<file path="src/rtl/uart_tx_bus_slave_if.sv">
// Bus bundle for the memory-mapped UART transmitter: openmips-style ce/we/addr/sel/data.
// The master drives the request side; the slave returns combinational read data.
interface uart_tx_bus_slave_if;
  logic        ce_i;
  logic        we_i;
  logic [31:0] addr_i;
  logic [3:0]  sel_i;
  logic [31:0] data_i;
  logic [31:0] data_o;

  modport slave  (input ce_i, we_i, addr_i, sel_i, data_i, output data_o);
  modport master (output ce_i, we_i, addr_i, sel_i, data_i, input data_o);
endinterface

</file>
<file path="src/rtl/uart_tx_bus_slave.sv">
// Memory-mapped 8N1 UART transmitter with a TX FIFO, sticky overflow and a level interrupt.
// Registers: 0 TXDATA, 1 STATUS, 2 CTRL, 3 BAUDDIV (selected by addr_i[3:2]).
module uart_tx_bus_slave #(
  parameter int          FIFO_DEPTH_LOG2 = 3,
  parameter logic [15:0] BAUD_DIV_RESET  = 16'd433
) (
  input  logic                 clk,
  input  logic                 rst,
  uart_tx_bus_slave_if.slave   bus,
  output logic                 uart_txd_o,
  output logic                 uart_int_o
);

  localparam int DEPTH = 1 << FIFO_DEPTH_LOG2;
  localparam int CW    = FIFO_DEPTH_LOG2 + 1;

  typedef enum logic [1:0] {S_IDLE, S_START, S_DATA, S_STOP} state_t;

  state_t                     r_state;
  logic [15:0]                r_baudDiv;
  logic [15:0]                r_bitCnt;
  logic [7:0]                 r_shift;
  logic [2:0]                 r_bitIdx;
  logic [1:0]                 r_ctrl;
  logic                       r_overflow;
  logic                       r_txd;
  logic                       r_int;
  logic [7:0]                 r_fifo [DEPTH];
  logic [FIFO_DEPTH_LOG2-1:0] r_wrPtr;
  logic [FIFO_DEPTH_LOG2-1:0] r_rdPtr;
  logic [CW-1:0]              r_count;

  logic       w_wr;
  logic       w_rd;
  logic [1:0] w_regSel;
  logic       w_empty;
  logic       w_full;
  logic       w_bitEnd;
  logic       w_pop;
  logic       w_pushReq;
  logic       w_push;
  logic       w_busy;
  logic       w_unused;

  assign w_wr      = bus.ce_i & bus.we_i;
  assign w_rd      = bus.ce_i & ~bus.we_i;
  assign w_regSel  = bus.addr_i[3:2];
  assign w_empty   = (r_count == '0);
  assign w_full    = (r_count == CW'(DEPTH));
  assign w_bitEnd  = (r_bitCnt == 16'd0);
  assign w_busy    = (r_state != S_IDLE);
  assign w_unused  = ^{bus.addr_i[31:4], bus.addr_i[1:0], bus.data_i[31:16], bus.sel_i[3:2]};

  // Pops happen only when a new frame starts: from IDLE, or at the end of a stop bit.
  assign w_pop     = r_ctrl[0] & ~w_empty &
                     ((r_state == S_IDLE) | ((r_state == S_STOP) & w_bitEnd));
  assign w_pushReq = w_wr & (w_regSel == 2'd0) & bus.sel_i[0];
  assign w_push    = w_pushReq & (~w_full | w_pop);

  always_ff @(posedge clk) begin
    if (rst) begin
      r_wrPtr    <= '0;
      r_rdPtr    <= '0;
      r_count    <= '0;
      r_overflow <= 1'b0;
    end else begin
      if (w_push) r_wrPtr <= r_wrPtr + 1'b1;
      if (w_pop)  r_rdPtr <= r_rdPtr + 1'b1;
      if (w_push & ~w_pop)      r_count <= r_count + 1'b1;
      else if (w_pop & ~w_push) r_count <= r_count - 1'b1;
      if (w_pushReq & ~w_push)
        r_overflow <= 1'b1;
      else if (w_wr & (w_regSel == 2'd1) & bus.sel_i[0] & bus.data_i[3])
        r_overflow <= 1'b0;
    end
  end

  always_ff @(posedge clk) begin
    if (w_push) r_fifo[r_wrPtr] <= bus.data_i[7:0];
  end

  always_ff @(posedge clk) begin
    if (rst) begin
      r_ctrl    <= 2'b01;
      r_baudDiv <= BAUD_DIV_RESET;
    end else if (w_wr) begin
      if ((w_regSel == 2'd2) & bus.sel_i[0]) r_ctrl <= bus.data_i[1:0];
      if ((w_regSel == 2'd3) & bus.sel_i[0]) r_baudDiv[7:0]  <= bus.data_i[7:0];
      if ((w_regSel == 2'd3) & bus.sel_i[1]) r_baudDiv[15:8] <= bus.data_i[15:8];
    end
  end

  // The bit counter reloads from BAUDDIV at every bit start, so divider writes land on the next bit.
  always_ff @(posedge clk) begin
    if (rst) begin
      r_state  <= S_IDLE;
      r_txd    <= 1'b1;
      r_bitCnt <= '0;
      r_shift  <= '0;
      r_bitIdx <= '0;
      r_int    <= 1'b0;
    end else begin
      r_int <= r_ctrl[1] & w_empty & (r_state == S_IDLE);
      case (r_state)
        S_IDLE: begin
          r_txd <= 1'b1;
          if (w_pop) begin
            r_state  <= S_START;
            r_txd    <= 1'b0;
            r_bitCnt <= r_baudDiv;
            r_shift  <= r_fifo[r_rdPtr];
          end
        end
        S_START: begin
          if (w_bitEnd) begin
            r_state  <= S_DATA;
            r_txd    <= r_shift[0];
            r_shift  <= r_shift >> 1;
            r_bitIdx <= 3'd0;
            r_bitCnt <= r_baudDiv;
          end else begin
            r_bitCnt <= r_bitCnt - 16'd1;
          end
        end
        S_DATA: begin
          if (w_bitEnd) begin
            r_bitCnt <= r_baudDiv;
            if (r_bitIdx == 3'd7) begin
              r_state <= S_STOP;
              r_txd   <= 1'b1;
            end else begin
              r_txd    <= r_shift[0];
              r_shift  <= r_shift >> 1;
              r_bitIdx <= r_bitIdx + 3'd1;
            end
          end else begin
            r_bitCnt <= r_bitCnt - 16'd1;
          end
        end
        S_STOP: begin
          if (w_bitEnd) begin
            if (w_pop) begin
              r_state  <= S_START;
              r_txd    <= 1'b0;
              r_bitCnt <= r_baudDiv;
              r_shift  <= r_fifo[r_rdPtr];
            end else begin
              r_state <= S_IDLE;
            end
          end else begin
            r_bitCnt <= r_bitCnt - 16'd1;
          end
        end
        default: r_state <= S_IDLE;
      endcase
    end
  end

  always_comb begin
    bus.data_o = '0;
    if (w_rd) begin
      case (w_regSel)
        2'd1:    bus.data_o = {16'h0, 8'(r_count), 4'h0, r_overflow, w_full, w_empty, w_busy};
        2'd2:    bus.data_o = {30'h0, r_ctrl};
        2'd3:    bus.data_o = {16'h0, r_baudDiv};
        default: bus.data_o = '0;
      endcase
    end
  end

  assign uart_txd_o = r_txd;
  assign uart_int_o = r_int;

endmodule

</file>
<file path="src/flat_wrapper.sv">
// flat-port wrapper written by rule: the top's interface ports become plain ports
module uart_tx_bus_slave_flat 
#(
  parameter int          FIFO_DEPTH_LOG2 = 3,
  parameter logic [15:0] BAUD_DIV_RESET  = 16'd433
)
  (clk, rst, uart_txd_o, uart_int_o, bus_ce_i, bus_we_i, bus_addr_i, bus_sel_i, bus_data_i, bus_data_o);
  uart_tx_bus_slave_if bus_i ();
  input  logic clk;
  input  logic rst;
  output logic uart_txd_o;
  output logic uart_int_o;
  input wire logic [$bits(bus_i.ce_i)-1:0] bus_ce_i;
  input wire logic [$bits(bus_i.we_i)-1:0] bus_we_i;
  input wire logic [$bits(bus_i.addr_i)-1:0] bus_addr_i;
  input wire logic [$bits(bus_i.sel_i)-1:0] bus_sel_i;
  input wire logic [$bits(bus_i.data_i)-1:0] bus_data_i;
  output wire logic [$bits(bus_i.data_o)-1:0] bus_data_o;
  assign bus_i.ce_i = bus_ce_i;
  assign bus_i.we_i = bus_we_i;
  assign bus_i.addr_i = bus_addr_i;
  assign bus_i.sel_i = bus_sel_i;
  assign bus_i.data_i = bus_data_i;
  assign bus_data_o = bus_i.data_o;
  uart_tx_bus_slave #(.FIFO_DEPTH_LOG2(FIFO_DEPTH_LOG2), .BAUD_DIV_RESET(BAUD_DIV_RESET)) u_core (.clk(clk), .rst(rst), .bus(bus_i), .uart_txd_o(uart_txd_o), .uart_int_o(uart_int_o));
endmodule
</file>
<file path="config.mk">
export PLATFORM = sky130hd
export DESIGN_NAME = uart_tx_bus_slave_flat
export DESIGN_NICKNAME = d
export VERILOG_FILES = /design/src/rtl/uart_tx_bus_slave_if.sv /design/src/rtl/uart_tx_bus_slave.sv /design/src/flat_wrapper.sv
export SDC_FILE = /design/constraint.sdc
export NUM_CORES = 1
export LEC_CHECK = 0
export ABC_AREA = 1
export CAP_MARGIN = 20
export CORE_MARGIN = 4
export CORE_UTILIZATION = 45
export CTS_CLUSTER_DIAMETER = 200
export CTS_CLUSTER_SIZE = 12
export DETAILED_ROUTE_END_ITERATION = 10
export PLACE_DENSITY_LB_ADDON = 0.05
export SYNTH_ARGS = -nofsm -noshare
export SYNTH_HDL_FRONTEND = slang
export SYNTH_SLANG_ARGS = --single-unit
</file>
<file path="constraint.sdc">
create_clock -name clk -period 3.8 [get_ports clk]
set_clock_uncertainty 0.05 [all_clocks]
set_input_delay 0.76 -clock clk [delete_from_list [all_inputs] [get_ports clk]]
set_output_delay 0.76 -clock clk [all_outputs]
set_load 0.03 [all_outputs]
</file>
==> impl_results.md <==
- Core ar.: 14000 um2
- ANT nets after route: 0
- Share of layout cells above drive strength 1: 9.32%
- Hold Vio Cnt, Final: 0
- Vias: 5555
- Critical path peak fanout: 8
- Startpoint Class: primary input
- Final worst-path cycle share: 93.4%
- Rows: 43
- Worst setup startpoint: bus_addr_i[2]
- Die width: 128 um
- Worst EP required: 2990 ps
- Pre-Repair DR Iteration Count: 5
- DRC: 0
- Min Clock Period, post-route: 3550 ps
- Most common cell after layout, fill and taps aside: nand2_1
- Status: finished, final reports clean
- Final Slew Violations: 0
- Post-synth EDFFs: 64
- Most used DFF post-synth: edfxtp_1
- Root Buffer: clkbuf_16
- CTS resizes: 0
- Final GP Congestion: 0.879
- Num ports: 106
- Fmax: 282 MHz
- CTS Buf Count: 17
- Mapped Cells: 789
- Initial DRC Count: 416
- R2R depth: 19
- Area Growth Syn to Fin: 18.1%
- Synth cell types: 43
- Vias in the first global route: 5575
- Post-DR vias/cell: 5.40
- Die area: 16300 um2
- H-tree depth: 4
- R2r setup slk: 590 ps
- Worst R2R End: u_core.r_count[3]
- Ys async rst share: 0%
- MaxCap Viol Count: 0
- Worst Hold Launch: u_core.r_rdPtr[2]
- Post-CTS Repair Setup Buffers: 0
- Final wirelength: 16.4 mm
- RSZ-0062 raised after global routing: no
- Syn_area_per_cell: 8.18 um2
- Layout net count: 921
- Register area share after synthesis: 49.3%
- All-Layer GR Usage: 21.2%
- Worst Tran Pin Value: 1030 ps
- Final setup fails: 0
- First-pass GRT wire length: 27.1 mm
- Chip height: 128 um
- Arrival @ worst endpoint: 2740 ps
- Largest net degree at the start of global routing: 36
- Seq cells post-synth: 127
- Path type of the worst setup path: in2out
- Starting Density: 46.2%
- Ys Warns: 0
- Port bufs: 41
- Final Total Pwr: 5.77 mW
- P_leak: 3.09 nW
- Clock latency at the later pin of the worst-skew pair: 430 ps
- Placed wire-length estimate: 11.4 mm
- CTS tree: yes
- Min-Delay Path Class: reg2reg
- Synthesized area: 6460 um2
- Overflow after GRT: 0
- Setup TNS: 0 ps
- Cell count of the worst hold path: 2
- PwrDens: 756 nW/um2
- Hold buffers post-CTS: 0
- R2r startpoint: u_core.r_state[0]
- Initial antenna violation count: 0
- Worst-path clk slew: 50 ps
- Drt wl/cell: 16.0 um
- Clk buf depth: 2
- Maximum VDD drop: 0.358 mV
- Antenna cells: 0
- CP Capture Type: output pin
- Commonest non-fill, non-tap cells in the layout: 194 x nand2_1, 103 x nand3_1, 73 x inv_1
- CTS Sinks: 127
- Max-slew headroom: 31.6%
==> cell type report <==
type                       instances  area, um2
sequential                       127       3180
tap                              180        225
multi-input combinational        552       2780
timing repair buffer              59        566
fill                            1305       6360
clock buffer                      18        429
clock inverter                    14        144
inverter                          78        294
==> worst max-delay path: stages <==
cell and delay, ps:
clkdlybuf4s50_1 500, inv_1 80, nor2_1 350, nand2_1 150, a21oi_1 180, clkdlybuf4s50_1 710
==> synthesized netlist by cell type (all sizes together) (2+ instances only) <==
library cell	count	area share, %
nor4	2	0.19
inv	75	4.4
a21oi	59	4.6
nand3	105	8.4
xor2	7	0.95
nor3	17	1.4
o211ai	9	1.0
o2111ai	7	0.95
edfxtp	64	30
o21ai	39	3.1
clkbuf	21	1.2
nand4	4	0.39
buf	26	2.7
ha	13	2.5
clkinv	3	0.19
dfxtp	63	20
nand2	203	12
o22ai	6	0.58
nor2	58	4.5
==> worst max path at each step <==
stage / endpoint / slack, ps / depth (start not counted)
final: bus_data_o[8] / 250 / 6
after detailed placement: bus_data_o[11] / 290 / 6
after global placement: bus_data_o[11] / 320 / 6
after global routing: bus_data_o[11] / 120 / 6
after CTS: bus_data_o[11] / 270 / 6
after floorplan: u_core.r_count[3] / 1050 / 17
==> power by group <==
group / switching [mW] / internal, mW / total [mW] / leakage, nW
clock: 0.612 / 0.962 / 1.57 / 0.270
sequential: 0.150 / 1.60 / 1.75 / 1.09
combinational: 1.66 / 0.789 / 2.44 / 1.73
total: 2.42 / 3.35 / 5.77 / 3.09
==> state kept, by name, summed over array words and instances (netlist names), named ones only <==
| register | cells |
|---|---|
| u_core.r_baudDiv | 16 |
| u_core.r_bitCnt | 16 |
| u_core.r_bitIdx | 3 |
| u_core.r_count | 4 |
| u_core.r_ctrl | 2 |
| u_core.r_fifo | 64 |
| u_core.r_overflow | 1 |
| u_core.r_rdPtr | 3 |
| u_core.r_shift | 8 |
| u_core.r_state | 2 |
| u_core.r_wrPtr | 3 |
| u_core.uart_int_o | 1 |
| u_core.uart_txd_o | 1 |
==> cells by family (layout without fill, tap and decap cells) <==
kind of cell,Yosys count,count (layout),share of synthesized area [%]
AND/OR/NAND/NOR,390,390,27.3
flip-flops,127,127,49.3
other,1,16,0.0581
adder cells (fa/ha/maj),14,14,2.83
AO/OA/AOI/OAI,124,124,11.0
buffers and inverters,125,169,8.49
XOR/XNOR,8,8,1.09
==> per-layer routing <==
metal / up-vias / track usage [%] / routed length [um]
met4: 0 / 9.49 / 304
met5: - / 0 / 0
li1: 2716 / - / -
met1: 2623 / 27.7 / 7590
met2: 183 / 32.9 / 7520
met3: 33 / 5.67 / 1010
==> stage by stage <==
stage | utilization, % | instances | hold WS (ps) | instance area [um2] | setup WS, ps
after floorplan | - | 804 | 383 | 6510 | 1050
after global placement | 50.2 | 995 | 397 | 7020 | 321
final | 54.5 | 1028 | 417 | 7620 | 252
after detailed placement | 50.2 | 995 | 407 | 7020 | 293
after CTS | 54.3 | 1027 | 421 | 7600 | 268
after global routing | 54.5 | 1028 | 440 | 7620 | 120
Note: power is estimated with default switching activity, not from simulation.
